File: src/rtl/cdb_arbiter.sv
// cdb_arbiter
// Common data bus arbiter. Each producer channel owns a small FIFO of
// {RoB index, value} results. A round-robin arbiter drains one entry per
// cycle onto a registered broadcast bus that RS, LSB and RoB all observe.
//
// Ports:
//   clk_in, rst_in    clock and asynchronous active-high reset
//   rdy_in            global ready; low freezes every register (no push, no pop)
//   flush_in          misprediction flush; empties all FIFOs, drops the broadcast
//   src_valid/index/data  per-channel push request, channel i in slice i
//   src_ready         per-channel "FIFO can accept" (count only, ignores same-cycle pop)
//   cdb_valid/index/data/src  registered broadcast and the channel it came from
//   cdb_pending       at least one FIFO holds an entry
//   overflow_err      sticky flag: a push was attempted into a full FIFO
module cdb_arbiter #(
  parameter int RoB_WIDTH  = 3,
  parameter int NUM_SRC    = 2,
  parameter int FIFO_DEPTH = 4,
  localparam int SRC_W     = $clog2(NUM_SRC)
) (
  input  logic                         clk_in,
  input  logic                         rst_in,
  input  logic                         rdy_in,
  input  logic                         flush_in,
  input  logic [NUM_SRC-1:0]           src_valid,
  input  logic [NUM_SRC*RoB_WIDTH-1:0] src_index,
  input  logic [NUM_SRC*32-1:0]        src_data,
  output logic [NUM_SRC-1:0]           src_ready,
  output logic                         cdb_valid,
  output logic [RoB_WIDTH-1:0]         cdb_index,
  output logic [31:0]                  cdb_data,
  output logic [SRC_W-1:0]             cdb_src,
  output logic                         cdb_pending,
  output logic                         overflow_err
);

  localparam int PTR_W = $clog2(FIFO_DEPTH);
  localparam int CNT_W = PTR_W + 1;
  localparam logic [CNT_W-1:0] FULL_CNT  = CNT_W'(FIFO_DEPTH);
  localparam logic [SRC_W:0]   NUM_SRC_W = (SRC_W + 1)'(NUM_SRC);

  logic [RoB_WIDTH-1:0] mem_index [NUM_SRC][FIFO_DEPTH];
  logic [31:0]          mem_data  [NUM_SRC][FIFO_DEPTH];
  logic [PTR_W-1:0]     rd_ptr    [NUM_SRC];
  logic [PTR_W-1:0]     wr_ptr    [NUM_SRC];
  logic [CNT_W-1:0]     count     [NUM_SRC];
  logic [SRC_W-1:0]     rr_ptr;

  logic [NUM_SRC-1:0] nonempty;
  logic [NUM_SRC-1:0] push_en;
  logic [NUM_SRC-1:0] pop_en;
  logic [NUM_SRC-1:0] rotated;
  logic [SRC_W:0]     offset;
  logic [SRC_W:0]     grant_sum;
  logic [SRC_W:0]     next_rr_sum;
  logic [SRC_W-1:0]   grant;
  logic [SRC_W-1:0]   next_rr;
  logic               grant_valid;
  logic               advance;
  logic               overflow_now;

  // FIFO status. Readiness looks only at the current count, so a full FIFO
  // refuses a push even in a cycle where it is also being popped.
  always_comb begin
    nonempty  = '0;
    src_ready = '0;
    for (int i = 0; i < NUM_SRC; i++) begin
      nonempty[i]  = (count[i] != '0);
      src_ready[i] = rdy_in && (count[i] != FULL_CNT);
    end
  end

  assign cdb_pending  = |nonempty;
  assign advance      = rdy_in && !flush_in;
  assign overflow_now = rdy_in && (|(src_valid & ~src_ready));

  // Round-robin grant: rotate the non-empty mask so rr_ptr lands on bit 0,
  // pick the lowest set bit, then rotate the offset back to a channel id.
  always_comb begin
    rotated = NUM_SRC'({nonempty, nonempty} >> rr_ptr);
    offset  = '0;
    for (int k = NUM_SRC - 1; k >= 0; k--) begin
      if (rotated[k]) offset = (SRC_W + 1)'(k);
    end
    grant_valid = |rotated;
    grant_sum   = {1'b0, rr_ptr} + offset;
    if (grant_sum >= NUM_SRC_W) grant_sum = grant_sum - NUM_SRC_W;
    grant       = grant_sum[SRC_W-1:0];
    next_rr_sum = {1'b0, grant} + (SRC_W + 1)'(1);
    if (next_rr_sum == NUM_SRC_W) next_rr_sum = '0;
    next_rr     = next_rr_sum[SRC_W-1:0];
  end

  // Per-channel push and pop strobes for this edge.
  always_comb begin
    push_en = '0;
    pop_en  = '0;
    for (int i = 0; i < NUM_SRC; i++) begin
      push_en[i] = advance && src_valid[i] && src_ready[i];
      pop_en[i]  = advance && grant_valid && (grant == SRC_W'(i));
    end
  end

  // FIFO pointers, counts and the round-robin pointer. Flush wins over
  // everything except reset and does not depend on rdy_in.
  always_ff @(posedge clk_in or posedge rst_in) begin
    if (rst_in) begin
      for (int i = 0; i < NUM_SRC; i++) begin
        rd_ptr[i] <= '0;
        wr_ptr[i] <= '0;
        count[i]  <= '0;
      end
      rr_ptr <= '0;
    end else if (flush_in) begin
      for (int i = 0; i < NUM_SRC; i++) begin
        rd_ptr[i] <= '0;
        wr_ptr[i] <= '0;
        count[i]  <= '0;
      end
      rr_ptr <= '0;
    end else if (rdy_in) begin
      for (int i = 0; i < NUM_SRC; i++) begin
        if (push_en[i]) wr_ptr[i] <= wr_ptr[i] + PTR_W'(1);
        if (pop_en[i])  rd_ptr[i] <= rd_ptr[i] + PTR_W'(1);
        if (push_en[i] && !pop_en[i])      count[i] <= count[i] + CNT_W'(1);
        else if (!push_en[i] && pop_en[i]) count[i] <= count[i] - CNT_W'(1);
      end
      if (grant_valid) rr_ptr <= next_rr;
    end
  end

  // FIFO storage; contents need no reset because the counts gate visibility.
  always_ff @(posedge clk_in) begin
    for (int i = 0; i < NUM_SRC; i++) begin
      if (push_en[i]) begin
        mem_index[i][wr_ptr[i]] <= src_index[i*RoB_WIDTH +: RoB_WIDTH];
        mem_data[i][wr_ptr[i]]  <= src_data[i*32 +: 32];
      end
    end
  end

  // Registered broadcast. A stall holds the whole bus; a flush only drops
  // the valid bit. The overflow flag is sticky until reset.
  always_ff @(posedge clk_in or posedge rst_in) begin
    if (rst_in) begin
      cdb_valid    <= 1'b0;
      cdb_index    <= '0;
      cdb_data     <= '0;
      cdb_src      <= '0;
      overflow_err <= 1'b0;
    end else begin
      if (overflow_now) overflow_err <= 1'b1;
      if (flush_in) begin
        cdb_valid <= 1'b0;
      end else if (rdy_in) begin
        if (grant_valid) begin
          cdb_valid <= 1'b1;
          cdb_index <= mem_index[grant][rd_ptr[grant]];
          cdb_data  <= mem_data[grant][rd_ptr[grant]];
          cdb_src   <= grant;
        end else begin
          cdb_valid <= 1'b0;
        end
      end
    end
  end

endmodule

File: config.mk
export PLATFORM = sky130hd
export DESIGN_NAME = cdb_arbiter
export DESIGN_NICKNAME = d
export VERILOG_FILES = /design/src/rtl/cdb_arbiter.sv
export SDC_FILE = /design/constraint.sdc
export NUM_CORES = 1
export LEC_CHECK = 0
export ABC_CLOCK_PERIOD_IN_PS = 4050
export CAP_MARGIN = 40
export CORE_UTILIZATION = 30
export CTS_BUF_LIST = sky130_fd_sc_hd__clkbuf_16
export DETAILED_ROUTE_END_ITERATION = 8
export SLEW_MARGIN = 20
export SYNTH_ARGS = -nofsm -noshare
export SYNTH_HDL_FRONTEND = slang
export SYNTH_SLANG_ARGS = --single-unit
export TNS_END_PERCENT = 1
File: constraint.sdc
create_clock -name clk_in -period 4.05 [get_ports clk_in]
set_clock_uncertainty 0.1 [all_clocks]
set_input_delay 1.0125 -clock clk_in [delete_from_list [all_inputs] [get_ports clk_in]]
set_output_delay 1.0125 -clock clk_in [all_outputs]
set_load 0.05 [all_outputs]
==> reports/results.ini <==
[logic_synthesis]
synth_simple_gate_area_frac=0.09046
post_synth_instance_area_mm2=0.01314
synth_top_flop_cell=sky130_fd_sc_hd__edfxtp_1
synthesis.instances=942
yosysUniqueCellTypes=48
yosys.area_share.xor_xnor=0.004666
synth_fp_nets=1028
seq_area_frac_synth=0.7408
synth.mux.area_fraction=0.02323
synth.ff_latch_count=333
synth_compound_area_frac=0.1034
dominant_combinational_cell_family_by_area_after_synthesis=compound AO/OA/AOI/OAI gates
synth_fa_ha_area_frac=0.01238
synth_enable_flop_cells=280
synth_warnings=0
share_of_flip_flops_with_an_asynchronous_set_or_reset_after_synthesis=0.1592
syn-mean-instance-area_um2=13.95

[timing]
fin_worst_hold_slack_ns=0.3748
layout_min_cycle_time_ns=3.566
clock.fmax_mhz=280.4
slew_of_the_pin_with_the_lowest_slew_margin_ns=0.7229
setup_viol_count_final=0
fin_tns_setup_ns=0
timing_max_transition_violations_final=0
final_min_period_over_clock_period=0.8805
slew_margin_rel=0.5078
rsz_0062_raised_after_global_routing=false
setup_ws_ns=0.4840
finalHoldViolations=0

[setup_path]
timing_worst_setup_path_type=reg2out
slowest_delay_ns=0.76
critical_path.cell_chain=nor3_1 > nand2_1 > clkdlybuf4s50_1
worst-r2r-setup-slack_ns=0.69
worstPathArrival_ns=2.45
worst-path-max-fanout=5
worstSetupStartpointType=register
worst_setup_path_end_kind=output port
critical_path_required_ns=2.94
timing.critical_path.slowest_stage_cell=sky130_fd_sc_hd__clkdlybuf4s50_1

[clocking]
clk-insertion-delay-late_ns=0.52
htree_num_levels=2
clk_pin_slew_ns=0.06
ctsLongestPathBuffers=3
cts_hold_repair.buffers=0
cts.repair_timing.setup_buffer_count=0
cts.sink_count=333
numCtsBuffers=37
cts.repair.resized=0
tritoncts=done
cts-root-buf=sky130_fd_sc_hd__clkbuf_16

[pwr]
leakagePower_nw=5.771
power.density_mw_per_mm2=712.5
maximum_vdd_ir_drop_mv=0.4135

[layout]
layout.cells.most_common_list=sky130_fd_sc_hd__edfxtp_1 (280), sky130_fd_sc_hd__nand2_1 (143), sky130_fd_sc_hd__clkdlybuf4s50_1 (114), sky130_fd_sc_hd__a21oi_1 (81), sky130_fd_sc_hd__dfrtp_1 (53)
finish.net_count=1164
area_growth_pct=24.65
layout_commonest_cell=sky130_fd_sc_hd__edfxtp_1
final_layout_size_suffix_gt1_frac=0.1140

[global_route]
first_global_vias=8490
global_route_wire_length_before_repair_um=53810
antenna_found_initial=6
grt_usage=0.1619
globalRoute.totalOverflow=0
grt_start_max_net_pins=61

[die]
die_span_y_um=211.3
start_util=0.3044
placement_rows=76
die_area_mm2=0.04464
top_level_ports=117
core_area_mm2=0.04317
die-width_um=211.3

[place]
numPortBuffers=116
weighted_congestion_at_the_end_of_routability_driven_global_placement=0.8098
pre_cts_slack_ns=0.6068
detailedPlacementHpwl_um=21780

[flow_run]
max_cap_viol_count=0

[route]
routedWlPerCell_um=21.12
drtAntennaViolNets=0
drc=0
vias_per_cell=4.944
dr.pass1.iters=7
detailedRoute.firstIterationViolations=625
wirelength_um=35720
detailroute.via_count=8360

[worst_hold_path]
hold_crit_path_type=reg2reg

[outcome]
status=complete, no violations

==> routing by layer <==
metal / track usage / wire length [um] / vias to the layer above
li1: - / - / 3819
met1: 0.2185 / 15580 / 4196
met2: 0.2528 / 16550 / 267
met3: 0.04386 / 2668 / 68
met4: 0.05097 / 860 / 10
met5: 0 / 61 / -
==> worst max-delay path: cells and delay by family (launching register included) <==
kind / cells / cell delay [ns]
simple gates: 2 / 0.75
buf+inv: 1 / 0.76
flops: 1 / 0.42
==> metrics by stage <==
step                cells  instance area [um2]  utilization  total power, mW
floorplan             942                13140            -            7.097
global placement     1622                15210       0.3524            8.527
detailed placement   1623                15230       0.3527            8.588
CTS                  1689                16360       0.3790            11.74
global route         1690                16380       0.3793            12.25
finish               1691                16380       0.3794            11.67
==> state kept, by name, summed over array words and instances, names as in the netlist <==
| register | cells |
|---|---|
| rr_ptr | 1 |
| cdb_src | 1 |
| count | 6 |
| cdb_index | 3 |
| mem_index | 24 |
| mem_data | 256 |
| overflow_err | 1 |
| cdb_data | 32 |
| cdb_valid | 1 |
| wr_ptr | 4 |
| rd_ptr | 4 |
==> area by class of cell <==
| cell class | count | area [um2] |
|---|---|---|
| timing repair buffer | 159 | 1607 |
| tap | 585 | 732.0 |
| multi-input combinational | 533 | 3118 |
| sequential | 333 | 9734 |
| clock buffer | 38 | 950.9 |
| clock inverter | 28 | 182.7 |
| antenna | 1 | 2.502 |
| inverter | 14 | 52.55 |
| fill | 4098 | 26790 |
==> Yosys cell counts (16+ instances only) <==
library cell	instances	area, um2
sky130_fd_sc_hd__edfxtp_1	280	8408
sky130_fd_sc_hd__nand2_1	143	536.8
sky130_fd_sc_hd__a21oi_1	81	405.4
sky130_fd_sc_hd__dfrtp_1	53	1326
sky130_fd_sc_hd__nor2_1	47	176.4
sky130_fd_sc_hd__nand3_1	40	200.2
sky130_fd_sc_hd__clkbuf_1	37	138.9
sky130_fd_sc_hd__o21ai_0	25	125.1
sky130_fd_sc_hd__nor3_1	24	120.1
sky130_fd_sc_hd__o21ai_1	20	100.1
sky130_fd_sc_hd__a221o_1	18	180.2
sky130_fd_sc_hd__buf_2	17	85.08
sky130_fd_sc_hd__o32a_1	16	160.2
==> kinds of logic after synthesis <==
kind of cell	Yosys count
simple gates	278
flops	333
compound gates	208
mux	28
xor+xnor	7
buf+inv	76
fa+ha+maj	12
==> power breakdown <==
part           internal [mW]  switching, mW
combinational           1.50           2.79
sequential              4.00          0.229
clock                   1.83           1.33
total                   7.32           4.35
==> worst paths after layout <==
path	start	end	cells after the start
min reg2reg	cdb_src$_DFFE_PP0N_	cdb_src$_DFFE_PP0N_	2
max reg2reg	count[0]$_DFFE_PP0P_	cdb_data[1]$_DFFE_PP0N_	7
max	count[0]$_DFFE_PP0P_	cdb_pending	3
min in group asynchronous	rst_in	cdb_data[3]$_DFFE_PP0N_	2
min	cdb_src$_DFFE_PP0N_	cdb_src$_DFFE_PP0N_	2
max in group asynchronous	rst_in	wr_ptr[3]$_DFFE_PP0P_	3
(Power assumes the default switching activity.)
